## src/rtl/count_expander.sv

```systemverilog
// count_expander
//
// Sequential decoder for the 5:3 counter. Takes one weighted count
// (cout*4 + carry*2 + sum) per input handshake and replays it as a
// fixed-length serial thermometer frame of MAXCNT beats: v ones followed
// by MAXCNT-v zeros. Counts above MAXCNT are clamped and flagged on err.
//
// Parameters:
//   MAXCNT     frame length in beats and largest legal count (1..7)
//
// Ports:
//   clk        clock, all state changes on the rising edge
//   rst        asynchronous reset, active-high
//   in_valid   a count is presented
//   in_ready   count is accepted this cycle (combinational from out_ready)
//   cout       count bit of weight 4
//   carry      count bit of weight 2
//   sum        count bit of weight 1
//   out_bit    current frame bit
//   out_valid  out_bit is valid
//   out_ready  downstream consumes the beat
//   out_last   final beat of the frame
//   err        one-cycle pulse after an over-range count was accepted
//   thermo     parallel thermometer word of the last accepted count
//              (only when COUNT_EXPANDER_THERMO_EN is defined)
//
// Optional feature macro: COUNT_EXPANDER_THERMO_EN

module count_expander #(
    parameter int MAXCNT = 5
) (
    input  logic              clk,
    input  logic              rst,
    input  logic              in_valid,
    output logic              in_ready,
    input  logic              cout,
    input  logic              carry,
    input  logic              sum,
    output logic              out_bit,
    output logic              out_valid,
    input  logic              out_ready,
    output logic              out_last,
    output logic              err
`ifdef COUNT_EXPANDER_THERMO_EN
    ,
    output logic [MAXCNT-1:0] thermo
`endif
);

    typedef enum logic {
        IDLE,
        SHIFT
    } state_t;

    localparam logic [2:0] MAX_V    = 3'(MAXCNT);
    localparam logic [2:0] LAST_IDX = 3'(MAXCNT - 1);

    state_t     state, state_next;
    logic [2:0] idx, idx_next, idx_inc;
    logic [2:0] v_lat, v_lat_next;
    logic [2:0] v_in, v_clamped;
    logic       over_range, accept, beat_done;
    logic       out_valid_next, out_bit_next, out_last_next, err_next;

    // Decode the weighted count and clamp anything beyond the frame length
    assign v_in       = {cout, carry, sum};
    assign over_range = (v_in > MAX_V);
    assign v_clamped  = over_range ? MAX_V : v_in;
    assign idx_inc    = idx + 3'd1;
    assign beat_done  = out_valid & out_ready;

    // A new count may enter while idle, or in the very cycle the last beat
    // is consumed so consecutive frames run without a bubble
    assign in_ready = (state == IDLE) | ((state == SHIFT) & out_last & out_ready);
    assign accept   = in_valid & in_ready;

    // Next-state and next-output logic. The beat outputs are registered, so
    // each branch computes the bit/last flags for the beat that becomes
    // visible after the coming edge. An acceptance takes priority because it
    // can coincide with the last-beat handshake.
    always_comb begin
        state_next     = state;
        idx_next       = idx;
        v_lat_next     = v_lat;
        out_valid_next = out_valid;
        out_bit_next   = out_bit;
        out_last_next  = out_last;
        err_next       = 1'b0;

        if (accept) begin
            state_next     = SHIFT;
            idx_next       = 3'd0;
            v_lat_next     = v_clamped;
            out_valid_next = 1'b1;
            out_bit_next   = (v_clamped != 3'd0);
            out_last_next  = (LAST_IDX == 3'd0);
            err_next       = over_range;
        end else begin
            case (state)
                SHIFT: begin
                    if (beat_done) begin
                        if (out_last) begin
                            state_next     = IDLE;
                            idx_next       = 3'd0;
                            out_valid_next = 1'b0;
                            out_bit_next   = 1'b0;
                            out_last_next  = 1'b0;
                        end else begin
                            idx_next      = idx_inc;
                            out_bit_next  = (idx_inc < v_lat);
                            out_last_next = (idx_inc == LAST_IDX);
                        end
                    end
                end
                default: begin
                    state_next = IDLE;
                end
            endcase
        end
    end

    // State and output registers; reset discards any frame in flight
    always_ff @(posedge clk or posedge rst) begin
        if (rst) begin
            state     <= IDLE;
            idx       <= 3'd0;
            v_lat     <= 3'd0;
            out_valid <= 1'b0;
            out_bit   <= 1'b0;
            out_last  <= 1'b0;
            err       <= 1'b0;
        end else begin
            state     <= state_next;
            idx       <= idx_next;
            v_lat     <= v_lat_next;
            out_valid <= out_valid_next;
            out_bit   <= out_bit_next;
            out_last  <= out_last_next;
            err       <= err_next;
        end
    end

`ifdef COUNT_EXPANDER_THERMO_EN
    logic [MAXCNT-1:0] thermo_next;

    // Parallel thermometer word (1<<v)-1 of the clamped count, loaded at
    // acceptance so it appears together with the first serial beat
    always_comb begin
        thermo_next = thermo;
        if (accept) begin
            for (int i = 0; i < MAXCNT; i++) begin
                thermo_next[i] = (3'(i) < v_clamped);
            end
        end
    end

    // Thermometer register holds until the next acceptance
    always_ff @(posedge clk or posedge rst) begin
        if (rst) begin
            thermo <= '0;
        end else begin
            thermo <= thermo_next;
        end
    end
`endif

endmodule

```

## config.mk

```make
export PLATFORM = sky130hd
export DESIGN_NAME = count_expander
export DESIGN_NICKNAME = d
export VERILOG_FILES = /design/src/rtl/count_expander.sv
export SDC_FILE = /design/constraint.sdc
export NUM_CORES = 1
export LEC_CHECK = 0
export ABC_AREA = 1
export CAP_MARGIN = 20
export CORE_MARGIN = 2
export CORE_UTILIZATION = 45
export CTS_CLUSTER_DIAMETER = 80
export CTS_CLUSTER_SIZE = 20
export DETAILED_ROUTE_END_ITERATION = 10
export PLACE_DENSITY = 0.72
export SKIP_LAST_GASP = 1
export SYNTH_ARGS = -nofsm -noshare
export SYNTH_HDL_FRONTEND = slang
export SYNTH_SLANG_ARGS = --single-unit
```

## constraint.sdc

```tcl
create_clock -name clk -period 2.7 [get_ports clk]
set_input_delay 0.54 -clock clk [delete_from_list [all_inputs] [get_ports clk]]
set_output_delay 0.54 -clock clk [all_outputs]
set_load 0.1 [all_outputs]
```

=== Word-level counts from Yosys, hierarchy flattened ===
Cells that the tools add are included.
Widths: inputs -> output; s select.

* Bits of input ports: 7
* Logic and storage cells: 45
* Register bits after elaboration: 11
* Output and inout bits: 5

* Reduce and logical (&&, ||, !) cells: 6
* Muxes and demuxes: 22
* Bitwise gates (word level): 6
* Magnitude comparators: 2
* Add/subtract/negate cells: 1
* Equal/unequal tests: 1

{| class="wikitable"
|+ Operator list
! kind !! count
|-
| $mux 1 || 17
|-
| $mux 3 || 5
|-
| $reduce_bool 2->1 || 3
|-
| $and 1x1->1 || 4
|-
| $add 3x1->3 const B || 1
|-
| $eq 3x3->1 const B || 1
|-
| $gt 3x3->1 const B || 1
|-
| $lt 3x3->1 || 1
|-
| $reduce_and 3->1 || 1
|-
| $reduce_bool 3->1 || 1
|-
| $reduce_and 2->1 || 1
|-
| $not 1->1 || 1
|-
| $or 1x1->1 || 1
|}

=== Longest topological paths before layout ===
Gate-level depths: netlist (run 1).

* Word-level depth: 6
* Depth in mapped cells: 7
* Mapped depth without buffers: 7

=== Least setup slack after synthesis (run 1) ===
Ideal clock, no wire load.

* Kind: reg-to-output
* From: reg out_last
* To: out in_ready
* Buffers on the path: 0
* Data arrival time: 1.587 ns
* Data required time: 2.160 ns
* Cell stages (with the launch flop): 3
* Path slack: 0.573 ns
* Path through: dfrtp_1 > nand2_1 > nand2_2

* Word-level cells in the longest chain between the ends: 3

{| class="wikitable"
|+ Ends and longest elaborated chain
! item !! RTL line !! text
|-
| from (decl) || 42 || <nowiki>output logic out_last,</nowiki>
|-
| from (signal assigned) || 138 || <nowiki>out_last <= out_last_next;</nowiki>
|-
| $and 1x1->1 (2 in a row) || 74 || <nowiki>assign in_ready = (state == IDLE) | ((state == SHIFT) & out_last & out_ready);</nowiki>
|-
| $or 1x1->1 || 74 ||
|-
| to (decl) || 35 || <nowiki>output logic in_ready,</nowiki>
|}

Every way passes these cells.

=== Final worst setup path (run 1) ===
* From: in out_ready
* To: out in_ready

* Word-level cells in the longest chain between the ends: 2

{| class="wikitable"
|+ Ends and longest elaborated chain
! item !! RTL line !! text
|-
| from (decl) || 41 || <nowiki>input logic out_ready,</nowiki>
|-
| $and 1x1->1 || 74 ||
|-
| $or 1x1->1 || 74 ||
|}

Every way passes these cells.

==> flow_metrics.env, run 1 <==
export IMPL_drt_wl_total_mm=1.07
export IMPL_p_int_w=0.000433
export IMPL_cts_tree="done"
export IMPL_core_mm2=0.00116
export IMPL_cts_buffers=3
export IMPL_finClkSkew_ps=6.95
export IMPL_worst_slew_pin_transition_ps=426
export IMPL_grt_pass1_wl_mm=1.88
export IMPL_clock_fmax_mhz=500
export IMPL_clk_latency_ps=270
export IMPL_die_h_um=40.0
export IMPL_num_rows=12
export IMPL_finalMaxSlewViolations=0
export IMPL_dp_hpwl_um=839
export IMPL_crit_buf_inv=2
export IMPL_die_area_mm2=0.00160
export IMPL_syn_instance_count=65
export IMPL_ioPinCount=12
export IMPL_p_sw_w=0.000429
export IMPL_syn_area_um2=584
export IMPL_die_w_um=40.0
export IMPL_num_vias=463
export IMPL_max_slew_margin_pct=71.5
export IMPL_rsz0062_at_grt="false"
export IMPL_hold_class="reg2reg"
export IMPL_ys_types=19
export IMPL_clk_pin_slew_ps=80
export IMPL_power_frac_comb_pct=55.4
export IMPL_whs_path_depth=2
export IMPL_ys_seq_area_share_pct=47.1
export IMPL_fin_crit_sh_pct=74.1
export IMPL_crit_path_start_kind="input pin"
export IMPL_layout_commonest_cell="nand2_1"
export IMPL_crit_required_ps=2160
export IMPL_synthTopCellsByArea="dfrtp_1 47%, nand2_1 9.6%, ha_1 8.6%, inv_1 5.8%, nand2_4 3.9%"
export IMPL_maxCapViolCount=0
export IMPL_register_area_um2=275
export IMPL_setup_tns_final_ps=0
export IMPL_post_cts_resized=0
export IMPL_area_delta_synth_final_pct=26.3
export IMPL_drc=0
export IMPL_p_leak_nw=0.389
export IMPL_multi_input_area_um2=272
export IMPL_grt_antenna_before_repair=0
export IMPL_avgSynthCellArea_um2=8.99
export IMPL_grt_pass1_vias=455
export IMPL_worstSetupEndpointType="output port"
export IMPL_cts_root_buffer="clkbuf_4"
export IMPL_min_period_ps=2000
export IMPL_status="finished, final reports clean"
export IMPL_ant_nets=0
export IMPL_synth_area_mux_share_pct=0
export IMPL_p_sw_share_pct=49.8
export IMPL_initial_core_util_pct=50.5
export IMPL_crit_arrival_ps=1460
export IMPL_worst_path_max_delay_cell="clkdlybuf4s50_1"
export IMPL_p_clk_share_pct=13.4
export IMPL_power_density_mw_per_mm2=1170
export IMPL_cts_max_path_buffers=2
export IMPL_ys_warn_count=0
export IMPL_yosys_area_top_type_share_pct=47.1
export IMPL_r2r_cells=7
export IMPL_synth_nets=76
export IMPL_setup_ws_ps=699
export IMPL_cp_max_fo=3
export IMPL_postCtsSetupBuffers=0
export IMPL_synth_top_family_by_area="simple AND/OR/NAND/NOR gates"
export IMPL_critical_path_class="in2out"
export IMPL_synth_simple_area_share_pct=27.8
export IMPL_synthAdderAreaFrac_pct=8.57
export IMPL_post_synth_top_area_cell="dfrtp_1"
export IMPL_place_congestion=0.742
export IMPL_final_cell_mix="15 x nand2_1, 11 x dfrtp_1, 9 x inv_1"
export IMPL_dpl_worst_slack_ps=697
export IMPL_final_nets=92
export IMPL_n_antenna_cell=0
export IMPL_synthXorXnorAreaFrac_pct=0
export IMPL_worstPathCellList="clkdlybuf4s50_1, nand2_1, nand2_2, buf_12"
export IMPL_ys_seq_elements=11
export IMPL_peakVddDrop_uv=559
export IMPL_n_fill_cell=89
export IMPL_drive_gt1_share_pct=25.0
export IMPL_detail_route_wl_per_cell_um=11.4
export IMPL_max_stage_delay_ps=510
export IMPL_grt_max_degree=12
export IMPL_drt_iter0_markers=3
export IMPL_path_depth=4
export IMPL_globalRouteOverflowTotal=0
export IMPL_vias_per_cell=4.93
export IMPL_htreeDepth=1
export IMPL_port_buffer_count=11
export IMPL_hold_viol_final=0
export IMPL_clock_sinks=11
export IMPL_grtUsageTotal_pct=19.0
export IMPL_dr_pass1_iters=4
export IMPL_cts_hold_fix_buffers=0
export IMPL_p_seq_share_pct=31.2
export IMPL_ff2ff_setup_slack_ps=1130
export IMPL_synth_compound_gate_area_share_pct=10.1
export IMPL_setup_violations_final=0
export IMPL_path_delay_family="buffers and inverters"
Yosys cell counts, drive strengths merged:
master  number
inv         10
o21ai        4
ha           4
o22ai        1
nand3        4
nand2       19
a21oi        3
nor2         8
nand4        1
dfrtp       11
final cells by class:
cell class	count	share of cell area (%)
clock buffers	4	3.56
inverters	10	5.08
multi-input cells	44	36.8
flip-flops and latches	11	37.3
well taps	14	2.37
repair buffers	11	14.9
sequential cells by signal, indices dropped and copies added, names as in the netlist:
signal,cells
v_lat,3
state,1
out_bit,1
err,1
out_valid,1
out_last,1
idx,3
worst reg2reg max path: stages (launching register included):
cell and delay [ps]:
dfrtp_1 440, ha_1 220, ha_1 300, inv_1 50, ha_1 260, nand2_1 50
nand2_1 60, nand3_1 70
per-layer routing:
metal	track usage (%)	share of wire (%)	vias to the layer above
met1	20.7	45	215
met3	5.00	3.8	0
met2	33.1	51	9
met4	10.3	0	0
li1	-	-	239
met5	0	0	-
power groups by stage:
stage | Combinational, W | Clock [W] | Sequential [W]
4_1_cts | 0.000478 | 0.000118 | 0.000269
6_report | 0.000478 | 0.000115 | 0.000269
5_1_grt | 0.000532 | 0.000128 | 0.000276
3_5_place_dp | 0.000476 | 0 | 0.000273
3_3_place_gp | 0.000465 | 0 | 0.000269
2_1_floorplan | 0.000238 | 0 | 0.000400
path summary, 6_finish.rpt:
path,startpoint,endpoint
hold / removal,v_lat[0],v_lat[0]
setup reg to reg,idx[0],out_bit
min in group asynchronous,rst,v_lat[0]
max in group asynchronous,rst,state
setup / recovery,out_ready,in_ready
hold reg to reg,v_lat[0],v_lat[0]
per-stage QoR:
stage          area, um2  utilization [%]  hold slack, ps  power, W  cells
6_report             738             63.9             501  0.000862     94
5_1_grt              738             63.9             517  0.000936     94
4_1_cts              738             63.9             500  0.000865     94
3_5_place_dp         712             61.6             482  0.000749     90
3_3_place_gp         712             61.6             480  0.000734     90
2_1_floorplan        584                -             392  0.000638     65
kinds of logic (layout without fill, tap and decap cells):
logic type	Yosys count	after routing
AOI/OAI and AO/OA	8	8
adders and majority gates	4	4
buffers and inverters	10	25
DFF	11	11
and+or+nand+nor	32	32
(Power assumes the default switching activity.)
==> run 2, diff against run 1 <==
CORE_UTILIZATION = 43   (was 45)
clock period = 1.8 ns   (was 2.7 ns; I/O delays follow)
==> run 2 against run 1 <==
Critical path depth did not move. Power grew 58%. Highest routed layer unchanged. Combinational power is 63% higher. Setup slack got worse by 550 ps. Die area increased by 4.2%. First-iteration DRC count decreased by 33%. Hold slack lost 130 ps. Critical path type unchanged. Count of clock-buffer cells in the layout unchanged.
==> flow_metrics.env, run 2 (synthesis gave the netlist of run 1 again) <==
export IMPL_post_cts_resized=0
export IMPL_power_density_mw_per_mm2=1720
export IMPL_globalRouteOverflowTotal=0
export IMPL_initial_core_util_pct=45.5
export IMPL_crit_path_start_kind="input pin"
export IMPL_p_clk_share_pct=11.9
export IMPL_detail_route_wl_per_cell_um=10.3
export IMPL_grtUsageTotal_pct=15.4
export IMPL_grt_max_degree=12
export IMPL_power_frac_comb_pct=57.1
export IMPL_p_sw_w=0.000643
export IMPL_postCtsSetupBuffers=0
export IMPL_drt_iter0_markers=2
export IMPL_reg2reg_to="out_bit"
export IMPL_grt_pass1_wl_mm=1.70
export IMPL_setup_ws_ps=153
export IMPL_ff2ff_setup_slack_ps=250
export IMPL_max_stage_delay_ps=510
export IMPL_layout_commonest_cell="nand2_1"
export IMPL_clk_pin_slew_ps=70
export IMPL_clock_sinks=11
export IMPL_drive_gt1_share_pct=26.3
export IMPL_max_slew_margin_pct=73.2
export IMPL_setup_tns_final_ps=0
export IMPL_p_seq_share_pct=31.1
export IMPL_cts_root_buffer="clkbuf_4"
export IMPL_port_buffer_count=11
export IMPL_area_delta_synth_final_pct=35.3
export IMPL_crit_reg2reg_launch="idx[0]"
export IMPL_rsz0062_at_grt="false"
export IMPL_clk_latency_ps=260
export IMPL_peakVddDrop_uv=624
export IMPL_num_rows=13
export IMPL_cp_max_fo=3
export IMPL_r2r_cells=7
export IMPL_n_antenna_cell=0
export IMPL_clock_fmax_mhz=607
export IMPL_final_cell_mix="15 x nand2_1, 10 x dfrtp_1, 9 x inv_1"
export IMPL_die_w_um=40.9
export IMPL_final_nets=92
export IMPL_grt_antenna_before_repair=0
export IMPL_dp_hpwl_um=802
export IMPL_fin_crit_sh_pct=91.5
export IMPL_setup_violations_final=0
export IMPL_grt_pass1_vias=427
export IMPL_cts_tree="done"
export IMPL_min_period_ps=1650
export IMPL_die_area_mm2=0.00167
export IMPL_hold_class="in2async"
export IMPL_vias_per_cell=4.61
export IMPL_crit_arrival_ps=1290
export IMPL_place_congestion=0.700
export IMPL_p_int_w=0.000720
export IMPL_crit_buf_inv=2
export IMPL_worst_path_max_delay_cell="clkdlybuf4s50_1"
export IMPL_cts_hold_fix_buffers=0
export IMPL_crit_required_ps=1440
export IMPL_critical_path_class="in2out"
export IMPL_stdcell_area_um2=791
export IMPL_drt_wl_total_um=974
export IMPL_cts_max_path_buffers=2
export IMPL_dr_pass1_iters=2
export IMPL_worstSetupEndpointType="output port"
export IMPL_finClkSkew_ps=5.56
export IMPL_hold_viol_final=0
export IMPL_status="finished, final reports clean"
export IMPL_ant_nets=0
export IMPL_p_sw_share_pct=47.2
export IMPL_maxCapViolCount=0
export IMPL_ioPinCount=12
export IMPL_largestRegisters="idx (3), v_lat (3)"
export IMPL_num_vias=438
export IMPL_cts_buffers=3
export IMPL_drc=0
export IMPL_path_delay_family="buffers and inverters"
export IMPL_worst_slew_pin_transition_ps=402
export IMPL_dpl_worst_slack_ps=158
export IMPL_dpl_instance_area_um2=764
export IMPL_p_leak_nw=0.402
export IMPL_finalMaxSlewViolations=0
export IMPL_worstPathCellList="clkdlybuf4s50_1, nand2_1, nand2_2, buf_12"
export IMPL_n_fill_cell=111
export IMPL_core_mm2=0.00128
export IMPL_htreeDepth=1
export IMPL_die_h_um=40.9
-- run 2: changes by cell type in the layout (fill, tap and decap cells not counted) --
cell / delta
dfrtp_1: -1
buf_12: +4
buf_4: -4
dfrtp_2: +1
-- run 2: area by class of cell --
type,instances,area (um2),area share (%)
Tap cell,15,18.8,2.37
Inverter,10,37.5,4.75
Multi-Input combinational cell,44,272,34.3
Sequential cell,11,277,35.0
Timing Repair Buffer,11,160,20.3
Clock buffer,4,26.3,3.32
-- run 2: how the worst max path moves through the flow --
stage / end / slack (ps) / start / cells after the start
2_1_floorplan: out_bit / 20 / out_last / 5
3_3_place_gp: in_ready / 180 / out_ready / 4
3_5_place_dp: in_ready / 160 / out_ready / 4
4_1_cts: in_ready / 150 / out_ready / 4
5_1_grt: in_ready / 110 / out_ready / 4
6_report: in_ready / 150 / out_ready / 4
-- run 2: routing by layer --
layer | share of wire (%) | track usage (%) | vias up
li1 | - | - | 240
met1 | 49 | 19.3 | 191
met2 | 48 | 25.8 | 7
met3 | 3.3 | 3.26 | 0
met4 | 0 | 5.00 | 0
met5 | 0 | 0 | -
-- run 2: through the flow --
stage / cells / total power [W] / utilization (%) / hold WS [ps]
6_report: 95 / 0.00136 / 61.5 / 374
5_1_grt: 95 / 0.00148 / 61.5 / 443
4_1_cts: 95 / 0.00138 / 61.5 / 390
3_5_place_dp: 91 / 0.00121 / 59.5 / 484
3_3_place_gp: 91 / 0.00119 / 59.5 / 485
2_1_floorplan: 65 / 0.000958 / - / 212
-- run 2: power groups by stage --
stage	clock (W)	sequential [W]	combinational [W]
final	0.000162	0.000424	0.000778
after global routing	0.000186	0.000432	0.000863
after CTS	0.000173	0.000422	0.000788
after detailed placement	0	0.000428	0.000783
after global placement	0	0.000421	0.000769
after floorplan	0	0.000601	0.000357
